File: config.mk
export PLATFORM = sky130hd
export DESIGN_NAME = video_crtc_prog
export DESIGN_NICKNAME = d
export VERILOG_FILES = /design/src/rtl/video_crtc_prog.sv
export SDC_FILE = /design/constraint.sdc
export NUM_CORES = 1
export LEC_CHECK = 0
export ABC_CLOCK_PERIOD_IN_PS = 5300
export CAP_MARGIN = 30
export CORE_AREA = 4 4 111 113
export DETAILED_ROUTE_END_ITERATION = 10
export DIE_AREA = 0 0 115 117
export GPL_TIMING_DRIVEN = 1
export PLACE_DENSITY_LB_ADDON = 0.1
export SLEW_MARGIN = 10
export SYNTH_ARGS = -nofsm -noshare
export SYNTH_HDL_FRONTEND = slang
export SYNTH_SLANG_ARGS = --single-unit
File: constraint.sdc
create_clock -name iClk -period 5.3 [get_ports iClk]
set_input_delay 1.06 -clock iClk [delete_from_list [all_inputs] [get_ports iClk]]
set_output_delay 1.06 -clock iClk [all_outputs]
set_load 0.02 [all_outputs]
File: src/rtl/video_crtc_prog.sv
// -----------------------------------------------------------------------------
// video_crtc_prog
//   Parametrised, run-time-programmable CRTC timing and address generator.
//   Produces sync/blank timing, the character address and row address for the
//   font/VRAM pipeline, a frame-end strobe, blink phase and hardware cursor.
//   Character height, row stride and start address are shadowed so they only
//   change during vertical blank; double-scan and cursor controls act live.
//
//   Optional feature macro: VIDEO_CRTC_LPEN_EN (light-pen address latch).
//
// Ports:
//   iClk, iRstN        pixel clock, async active-low reset
//   iCharH             character height-1 in scanlines
//   iStride            address increment per character row
//   iStartAddr         frame start address (hardware scroll)
//   iDblScan           show every logical line twice
//   iCursorAddr/Start/End/Mode  cursor position, scanline range, blink mode
//   iLpen, iLpenClr    light-pen strobe and latch clear
//   oAddr, oRA, oDA    character address, row address, dot address
//   oHs, oVs, oBlank   sync and blanking
//   oRetrace           one-cycle frame-end strobe
//   oCursor, oBlink    cursor active, slow attribute blink phase
//   oLpenAddr/Valid    latched light-pen address and latch-full flag
// -----------------------------------------------------------------------------
module video_crtc_prog #(
    parameter int          H_VIS      = 640,
    parameter int          H_FP       = 16,
    parameter int          H_SYNC     = 96,
    parameter int          H_BP       = 48,
    parameter int          V_VIS      = 400,
    parameter int          V_FP       = 12,
    parameter int          V_SYNC     = 2,
    parameter int          V_BP       = 35,
    parameter logic        H_POL      = 1'b0,
    parameter logic        V_POL      = 1'b1,
    parameter int          ADDR_W     = 14,
    parameter int          COL_SHIFT  = 3,
    parameter int          RST_STRIDE = 80,
    parameter logic [4:0]  RST_CHARH  = 5'd7
) (
    input  logic              iClk,
    input  logic              iRstN,
    input  logic [4:0]        iCharH,
    input  logic [ADDR_W-1:0] iStride,
    input  logic [ADDR_W-1:0] iStartAddr,
    input  logic              iDblScan,
    input  logic [ADDR_W-1:0] iCursorAddr,
    input  logic [4:0]        iCursorStart,
    input  logic [4:0]        iCursorEnd,
    input  logic [1:0]        iCursorMode,
    input  logic              iLpen,
    input  logic              iLpenClr,
    output logic [ADDR_W-1:0] oAddr,
    output logic [4:0]        oRA,
    output logic [3:0]        oDA,
    output logic              oHs,
    output logic              oVs,
    output logic              oBlank,
    output logic              oRetrace,
    output logic              oCursor,
    output logic              oBlink,
    output logic [ADDR_W-1:0] oLpenAddr,
    output logic              oLpenValid
);

    localparam int H_TOT = H_VIS + H_FP + H_SYNC + H_BP;
    localparam int V_TOT = V_VIS + V_FP + V_SYNC + V_BP;
    localparam int XW    = $clog2(H_TOT);
    localparam int YW    = $clog2(V_TOT);

    localparam logic [XW-1:0] X_LAST = XW'(H_TOT - 1);
    localparam logic [XW-1:0] X_VIS  = XW'(H_VIS);
    localparam logic [XW-1:0] X_HS0  = XW'(H_VIS + H_FP);
    localparam logic [XW-1:0] X_HS1  = XW'(H_VIS + H_FP + H_SYNC);
    localparam logic [YW-1:0] Y_LAST = YW'(V_TOT - 1);
    localparam logic [YW-1:0] Y_VIS  = YW'(V_VIS);
    localparam logic [YW-1:0] Y_VS0  = YW'(V_VIS + V_FP);
    localparam logic [YW-1:0] Y_VS1  = YW'(V_VIS + V_FP + V_SYNC);

    // Beam position and line/row tracking state
    logic [XW-1:0]     x, xN;
    logic [YW-1:0]     y, yN;
    logic [4:0]        ra, raN;
    logic              scanPhase, scanPhaseN;   // second copy of a double-scanned line
    logic [ADDR_W-1:0] rowAddr, rowAddrN;
    logic [4:0]        blinkCnt, blinkCntN;

    // Shadows: frozen across the visible region to avoid mid-frame tearing
    logic [4:0]        shCharH;
    logic [ADDR_W-1:0] shStride;
    logic [ADDR_W-1:0] shStart;

    // Next-cycle output values; registering these keeps outputs aligned to (x,y)
    logic [ADDR_W-1:0] addrN;
    logic              blankN, hsN, vsN, retraceN, cursorN, modeGate;

    // NOTE: every signal gets a default at the top of an always_comb so that no
    // path leaves it unassigned; otherwise a latch is inferred.
    always_comb begin
        xN         = x + 1'b1;
        yN         = y;
        raN        = ra;
        scanPhaseN = scanPhase;
        rowAddrN   = rowAddr;
        modeGate   = 1'b0;

        if (x == X_LAST) begin
            xN = '0;
            if (y == Y_LAST) begin
                yN         = '0;
                raN        = '0;
                scanPhaseN = 1'b0;
                rowAddrN   = shStart;
            end else begin
                yN         = y + 1'b1;
                scanPhaseN = iDblScan & ~scanPhase;
                // Logical line advances on every line, or every second one when double-scanning
                if (!iDblScan || scanPhase) begin
                    if (ra >= shCharH) begin
                        raN      = '0;
                        rowAddrN = rowAddr + shStride;
                    end else begin
                        raN = ra + 1'b1;
                    end
                end
            end
        end

        // Address wraps modulo 2^ADDR_W by truncation
        addrN     = rowAddrN + ADDR_W'(xN >> COL_SHIFT);
        blankN    = (xN >= X_VIS) || (yN >= Y_VIS);
        hsN       = ((xN >= X_HS0) && (xN < X_HS1)) ? H_POL : ~H_POL;
        vsN       = ((yN >= Y_VS0) && (yN < Y_VS1)) ? V_POL : ~V_POL;
        retraceN  = (xN == X_LAST) && (yN == Y_LAST);
        blinkCntN = blinkCnt + {4'd0, oRetrace};

        case (iCursorMode)
            2'b00:   modeGate = 1'b1;
            2'b01:   modeGate = 1'b0;
            2'b10:   modeGate = blinkCntN[3];
            default: modeGate = blinkCntN[4];
        endcase

        cursorN = !blankN && (addrN == iCursorAddr) &&
                  (raN >= iCursorStart) && (raN <= iCursorEnd) && modeGate;
    end

    // NOTE: sequential state uses non-blocking assignments so every register
    // samples pre-edge values regardless of statement order.
    always_ff @(posedge iClk or negedge iRstN) begin
        if (!iRstN) begin
            x         <= '0;
            y         <= '0;
            ra        <= '0;
            scanPhase <= 1'b0;
            rowAddr   <= '0;
            blinkCnt  <= '0;
            shCharH   <= RST_CHARH;
            shStride  <= ADDR_W'(RST_STRIDE);
            shStart   <= '0;
            oAddr     <= '0;
            oRA       <= '0;
            oDA       <= '0;
            oBlank    <= 1'b0;
            oHs       <= ~H_POL;
            oVs       <= ~V_POL;
            oRetrace  <= 1'b0;
            oCursor   <= 1'b0;
        end else begin
            x         <= xN;
            y         <= yN;
            ra        <= raN;
            scanPhase <= scanPhaseN;
            rowAddr   <= rowAddrN;
            blinkCnt  <= blinkCntN;
            if (y >= Y_VIS) begin
                shCharH  <= iCharH;
                shStride <= iStride;
                shStart  <= iStartAddr;
            end
            oAddr    <= addrN;
            oRA      <= raN;
            oDA      <= 4'(xN);
            oBlank   <= blankN;
            oHs      <= hsN;
            oVs      <= vsN;
            oRetrace <= retraceN;
            oCursor  <= cursorN;
        end
    end

    assign oBlink = blinkCnt[4];

`ifdef VIDEO_CRTC_LPEN_EN
    // Strobe is asynchronous to the pixel clock: two-flop synchroniser, then edge detect
    logic lpSync1, lpSync2, lpPrev;

    always_ff @(posedge iClk or negedge iRstN) begin
        if (!iRstN) begin
            lpSync1    <= 1'b0;
            lpSync2    <= 1'b0;
            lpPrev     <= 1'b0;
            oLpenAddr  <= '0;
            oLpenValid <= 1'b0;
        end else begin
            lpSync1 <= iLpen;
            lpSync2 <= lpSync1;
            lpPrev  <= lpSync2;
            if (iLpenClr) begin
                oLpenValid <= 1'b0;
            end else if (lpSync2 && !lpPrev && !oLpenValid) begin
                oLpenValid <= 1'b1;
                oLpenAddr  <= oAddr;
            end
        end
    end
`else
    logic unusedLpen;
    assign unusedLpen = iLpen ^ iLpenClr;
    assign oLpenAddr  = '0;
    assign oLpenValid = 1'b0;
`endif

endmodule

# Yosys cells after proc, flatten, opt, wreduce, memory -nomap -nowiden
# Cells that the tools add are included.
# op_classes
n_addsub	6
n_lt_le_gt_ge	10
eq_ne	7
muxes	15
n_bitwise	2
n_reduce_logical	12
# op_table
cell	count
2-to-1 mux 14 bit	4
greater-or-equal comparator 9 bit, second input constant	3
equality test 10 bit, second input constant	2
greater-or-equal comparator 10 bit, second input constant	2
2-to-1 mux 5 bit	4
equality test 9 bit, second input constant	2
2-to-1 mux 9 bit	2
adder 14 bit	1
adder 14 x 7 -> 14 bit	1
equality test 14 bit	1
adder 10 x 1 -> 10 bit, second input constant	1
greater-or-equal comparator 5 bit	2
< comparator 10 bit, second input constant	1
2-to-1 mux 10 bit	1
adder 9 x 1 -> 9 bit, second input constant	1
< comparator 9 bit, second input constant	1
logical AND 1 bit	7
adder 5 x 1 -> 5 bit	1
adder 5 x 1 -> 5 bit, second input constant	1
less-or-equal comparator 5 bit	1
2-to-1 mux 1 bit	3
case mux 1 bit (3 select lines)	1
equality test 2 x 1 -> 1 bit, second input constant	1
equality test 2 bit, second input constant	1
5 further kinds	7
# totals
reg_bits	100
out_inout_bits	44

# Logic depth before layout (Yosys ltp)
# Gate-level depths: netlist of run 1.
# depth
word_depth	11
ltp_mapped	21
ltp_nobuf	20

# Worst setup path before layout of run 1
# No wires, ideal clock.
# synth_path
kind	input to register
startpoint	in iDblScan
endpoint	reg oCursor
setup_time_ns	0.095
t_arrival_ns	4.348
required_ns	5.205
path_slack_ns	0.857
cell_stages	19
n_path_buf	1
path_cell_list	nand2b_2 o21ai_1 or2_2 buf_2 nor2_1 a22oi_1 o21ai_0 ha_1 inv_1 fa_1 nor2b_1 o31a_1 o21ai_0 nand2b_1 a21o_1 nand4_1 or3_1 xnor3_1 nor4b_2
# synth_via
elab_chain_len	11
elab_cells_between_ends	16
# synth_lines
element	line	text
start, declared	46	input logic iDblScan,
logical NOT 1 bit	118	if (!iDblScan || scanPhase) begin
logical OR 1 bit	118	
2-to-1 mux 14 bit	118	
2-to-1 mux 14 bit	109	if (y == Y_LAST) begin
2-to-1 mux 14 bit	107	if (x == X_LAST) begin
net rowAddrN[0]	85	logic [ADDR_W-1:0] rowAddr, rowAddrN;
adder 14 x 7 -> 14 bit	130	addrN = rowAddrN + ADDR_W'(xN >> COL_SHIFT);
equality test 14 bit	144	cursorN = !blankN && (addrN == iCursorAddr) &&
logical AND 1 bit (2 in series)	144	
logical AND 1 bit (2 in series)	145	(raN >= iCursorStart) && (raN <= iCursorEnd) && modeGate;
net cursorN	95	logic blankN, hsN, vsN, retraceN, cursorN, modeGate;
end signal, assigned	188	oCursor <= cursorN;
end, declared	60	output logic oCursor,
# The timed path passes the listed nets, and every way through them passes these cells.
# A chain may end at the register's enable or synchronous reset.

# Final worst setup path of run 1
# layout_path
startpoint	in iDblScan
endpoint	reg oCursor
# layout_via
elab_chain_len	11
elab_cells_between_ends	16
# layout_lines
element	line	text
logical NOT 1 bit	118	
logical OR 1 bit	118	
2-to-1 mux 14 bit	118	
2-to-1 mux 14 bit	109	
2-to-1 mux 14 bit	107	
net rowAddrN[0]	85	
adder 14 x 7 -> 14 bit	130	
net addrN[2]	94	logic [ADDR_W-1:0] addrN;
equality test 14 bit	144	
logical AND 1 bit (2 in series)	144	
logical AND 1 bit (2 in series)	145	
net cursorN	95	
# The timed path passes the listed nets, and every way through them passes these cells.

==> run summary, run 1 <==
The global-route wire length before repair is approximately 22000 µm. The number of global-route vias before repair is about 4500. The number of clock buffers added by TritonCTS is 9. The total wire length came out at between 10000 and 15000 µm. The number of nets with antenna violations after detailed routing is 0. The core region is around 11000 µm². Once layout is done, the placed cells without fillers occupy 7270 µm². STA classifies the critical path endpoint as a flop. The worst setup path is launched from an input port. The part of the power in the clock network came out at 0.414. The min-delay analysis places its worst path in the category flop to flop. The CTS H-tree depth is 3.

The required time of the critical path is 5.56 ns. The largest net degree at the start of global routing came out at 63. After clock tree synthesis, the clock-pin slew on the worst setup and hold paths is roughly 0.070 ns.

Using the TritonRoute via totals, the vias-per-cell ratio works out to around 5.4. The total standard cell area after synthesis is roughly 5900 µm². The slowest stage of the critical path is the sky130_fd_sc_hd__clkdlybuf4s50_1 cell. The share of the clock period used by the worst path after layout is 0.919. Row generation in the floorplan step produced 39 rows. The final non-filler cell total is around 800. In the final layout, the share of cells above drive strength 1 is 0.150. Dividing the detail-routed wire length by the instance count gives approximately 17 µm. In the routed design, unresolved DRC markers number 0. The most used flip-flop cell after synthesis is sky130_fd_sc_hd__dfrtp_1. Once placement finished, the instance area stood at about 7000 µm². The initial standard-cell utilization of the core is 0.520. The violation count after the first detailed-routing iteration is 169.

The global-route usage over all layers is 0.208. The arrival time at the worst endpoint came out at 5.14 ns. The top-level I/O count came out at 108. Setup violations remaining at the end of the flow were counted as 0.

The combinational fraction of design power is 0.095. Detailed routing inserted a total of 4348 vias. Measured along the y axis, the die boundary spans around 120 µm. The count of input and output buffers came out at 90. Derived from the worst setup path, the maximum achievable clock frequency is 205 MHz. In this run the clock root is driven by a sky130_fd_sc_hd__clkbuf_16. The number of different library cells used by synthesis comes to 77.

The startpoint-to-endpoint class of the critical path is input port to flop. The share of async-settable or async-resettable flops after synthesis came out at 1.00. Walking the worst path, the cells encountered are clkdlybuf4s50_1, nand2b_2, o21ai_1, or2_2, nor2_1, a22oi_1, o21ai_0, ha_1, inv_1, fa_1, xnor2_1, xor2_1, a2111oi_0, nand2_1, nor3_1, nand3_1, nor4_2, buf_4, o2111ai_1, nor4b_2. The register bit total from synthesis came out at between 90 and 100.

The kind of cell adding the most delay to the critical path is simple AND/OR/NAND/NOR gates. The switching power share of the total is 0.249. The number of buffers added to fix hold violations after cts is 0. In the layout the commonest cells are 90 x sky130_fd_sc_hd__dfrtp_1, 89 x sky130_fd_sc_hd__clkdlybuf4s50_1, 42 x sky130_fd_sc_hd__ha_1.

The reported leakage power is 0.00333 µW. The total design power came out at roughly 1500 µW. The total overflow left after global routing is 0. The source-to-sink clock delay at the later pin of the worst-skew pair is around 0.35 ns.

After technology mapping, the gate count stands at approximately 560. The total power density per cell area came out at 211 nW/µm². For the final database, setup skew stands at 0.00559 ns. The run finished with clean final reports. The number of hold-slack violations in the final timing report is 0. The worst hold margin came out at roughly 0.47 ns.

TritonCTS built the clock tree. In this run the worst path has a maximum fanout of 2. The sequential cell area fraction in the yosys report is 0.409. The clock passes through at most 2 buffers. The shortest period the worst path allows is 4.87 ns.

The first-pass iteration count of the detailed router is 5. The count of cells resized by post-cts repair is 0. The area growth from synthesis to layout came out at 23.5%. The average instance in the mapped netlist occupies around 11 µm². The post-CTS setup buffer count came out at 0. The final layout contains between 700 and 800 nets. The share of power burned in registers came out at 0.491.

The final weighted congestion in routability-driven placement is 0.914. Measured against its own limit, the worst slew margin works out to 0.476. The cell count after placement is ~800. The number of antenna violations at the first check in global routing came out at 0. The total negative slack for setup checks came out at 0 ns.

Leaving out fill and tap cells, the most frequent cell in the layout is sky130_fd_sc_hd__dfrtp_1. In this run the power spent charging and discharging nets is ~380 µW. The number of pins with negative max-slew slack in the final report came to 0.

The count of antenna diodes in the layout is 0. The cell-internal power is roughly 1200 µW. The tree built by TritonCTS fans out to 96 sinks.

The stage delay of the slowest cell on the critical path came out at roughly 0.43 ns. The die outline width is approximately 120 µm. The die outline area is approximately 13000 µm². The pin slew with the least headroom to its limit came out at 0.787 ns. The count of synthesis-stage warnings from yosys came out at 0. The total buffers and inverters traversed by the critical path came out at 3.

The number of flops mapped to enable cells by yosys is 0. The worst voltage drop across the vdd grid is about 0.23 mV. Setup repair after global routing left no endpoint under its margin. The wire-length estimate of the detail-placed layout is approximately 10000 µm. Across the run, the number of max-cap violations was 0.
==> metrics by stage <==
| step | utilization | worst slack [ns] |
|---|---|---|
| floorplan | - | 0.857 |
| detailed placement | 0.617 | 0.0627 |
| CTS | 0.642 | 0.405 |
| global placement | 0.617 | 0.0538 |
| global route | 0.642 | 0.00618 |
| finish | 0.642 | 0.428 |
==> final timing paths <==
check / startpoint / to / slack, ns / cells past startpoint
max: iDblScan / oCursor$_DFF_PN0_ / 0.43 / 20
min: blinkCnt[0]$_DFF_PN0_ / blinkCnt[0]$_DFF_PN0_ / 0.47 / 1
max reg2reg: shCharH[1]$_DFFE_PN1P_ / oCursor$_DFF_PN0_ / 0.59 / 21
min reg2reg: blinkCnt[0]$_DFF_PN0_ / blinkCnt[0]$_DFF_PN0_ / 0.47 / 1
max in group asynchronous: iRstN / shStride[6]$_DFFE_PN1P_ / 3.56 / 2
min in group asynchronous: iRstN / blinkCnt[4]$_DFF_PN0_ / 0.77 / 1
==> routing by layer <==
metal / vias to the layer above / global-route usage / wire [µm]
li1: 2172 / - / -
met1: 2047 / 0.269 / 6030
met2: 112 / 0.346 / 6310
met3: 17 / 0.0586 / 823
met4: 0 / 0.0548 / 214
met5: - / 0 / 0
==> cell type report <==
class                           count  area, µm²
Tap cell                          143        179
Inverter                           35        131
Sequential cell                    96       2410
Clock inverter                      7       65.1
Clock buffer                        9        225
Fill cell                         944       4050
Multi-Input combinational cell    405       3190
Timing Repair Buffer              113       1070
==> sequential cells by signal, indices dropped and copies added (netlist names), 9 cells and up <==
register	flops
shStride	14
x	10
y	9
oAddr	14
rowAddr	14
shStart	14
==> Yosys cell counts (3+ instances only) <==
| master | count | share of area |
|---|---|---|
| sky130_fd_sc_hd__inv_1 | 35 | 0.022 |
| sky130_fd_sc_hd__nand4_1 | 7 | 0.0074 |
| sky130_fd_sc_hd__and2_1 | 3 | 0.0032 |
| sky130_fd_sc_hd__xnor3_1 | 4 | 0.015 |
| sky130_fd_sc_hd__a21oi_1 | 20 | 0.017 |
| sky130_fd_sc_hd__nand3_1 | 16 | 0.014 |
| sky130_fd_sc_hd__o31ai_1 | 3 | 0.0038 |
| sky130_fd_sc_hd__o211ai_1 | 5 | 0.0064 |
| sky130_fd_sc_hd__dfstp_2 | 6 | 0.027 |
| sky130_fd_sc_hd__nor2_1 | 30 | 0.019 |
| sky130_fd_sc_hd__o21ai_1 | 4 | 0.0034 |
| sky130_fd_sc_hd__a211oi_1 | 4 | 0.0051 |
| sky130_fd_sc_hd__nand2_1 | 31 | 0.020 |
| sky130_fd_sc_hd__xor2_1 | 17 | 0.025 |
| sky130_fd_sc_hd__mux2i_1 | 3 | 0.0051 |
| sky130_fd_sc_hd__o22ai_1 | 3 | 0.0032 |
| sky130_fd_sc_hd__xnor2_1 | 24 | 0.036 |
| sky130_fd_sc_hd__a211o_1 | 3 | 0.0045 |
| sky130_fd_sc_hd__a22o_1 | 3 | 0.0045 |
| sky130_fd_sc_hd__nor3_1 | 11 | 0.0093 |
| sky130_fd_sc_hd__o21a_1 | 7 | 0.0089 |
| sky130_fd_sc_hd__nor2b_1 | 6 | 0.0064 |
| sky130_fd_sc_hd__a21o_1 | 10 | 0.013 |
| sky130_fd_sc_hd__a31oi_1 | 5 | 0.0053 |
| sky130_fd_sc_hd__mux2_2 | 34 | 0.065 |
| sky130_fd_sc_hd__o21ai_0 | 20 | 0.017 |
| sky130_fd_sc_hd__ha_1 | 42 | 0.089 |
| sky130_fd_sc_hd__buf_6 | 3 | 0.0057 |
| sky130_fd_sc_hd__buf_4 | 19 | 0.024 |
| sky130_fd_sc_hd__dfrtp_1 | 90 | 0.38 |
| sky130_fd_sc_hd__or2_2 | 4 | 0.0042 |
| sky130_fd_sc_hd__a22oi_1 | 5 | 0.0064 |
| sky130_fd_sc_hd__or3_1 | 9 | 0.0096 |
| sky130_fd_sc_hd__and3_1 | 5 | 0.0053 |
| sky130_fd_sc_hd__buf_2 | 4 | 0.0034 |
| sky130_fd_sc_hd__or4_1 | 3 | 0.0038 |
| sky130_fd_sc_hd__clkbuf_1 | 8 | 0.0051 |
| sky130_fd_sc_hd__nand2b_1 | 5 | 0.0053 |
==> kinds of logic after synthesis <==
family | after synthesis | share of synthesized area
and+or+nand+nor | 148 | 0.146
AOI/OAI and AO/OA | 115 | 0.137
DFF | 96 | 0.409
buffers and inverters | 69 | 0.0608
xor gates and xnor gates | 46 | 0.0803
adders and majority gates | 44 | 0.0960
muxes | 37 | 0.0701
other | 1 | 0.000637
==> power groups by stage <==
| stage | clock [µW] | sequential [µW] | combinational [µW] |
|---|---|---|---|
| final | 637 | 754 | 147 |
| after global routing | 682 | 755 | 163 |
| after CTS | 656 | 754 | 149 |
| after detailed placement | 0 | 769 | 148 |
| after floorplan | 0 | 765 | 79.3 |
| after global placement | 0 | 768 | 145 |
Power figures use the tool's default switching activity.
==> run 2, diff against run 1 <==
- CAP_MARGIN: 30 -> 20
- SKIP_CTS_REPAIR_TIMING: default -> 1
==> results of run 2 <==
No change in the layout: final DEF, timing and power equal those of run 1.
==> run 3, diff against run 2 <==
- CTS_CLUSTER_SIZE: default -> 20
==> results of run 3 <==
No change in the layout: final DEF, timing and power equal those of run 1.
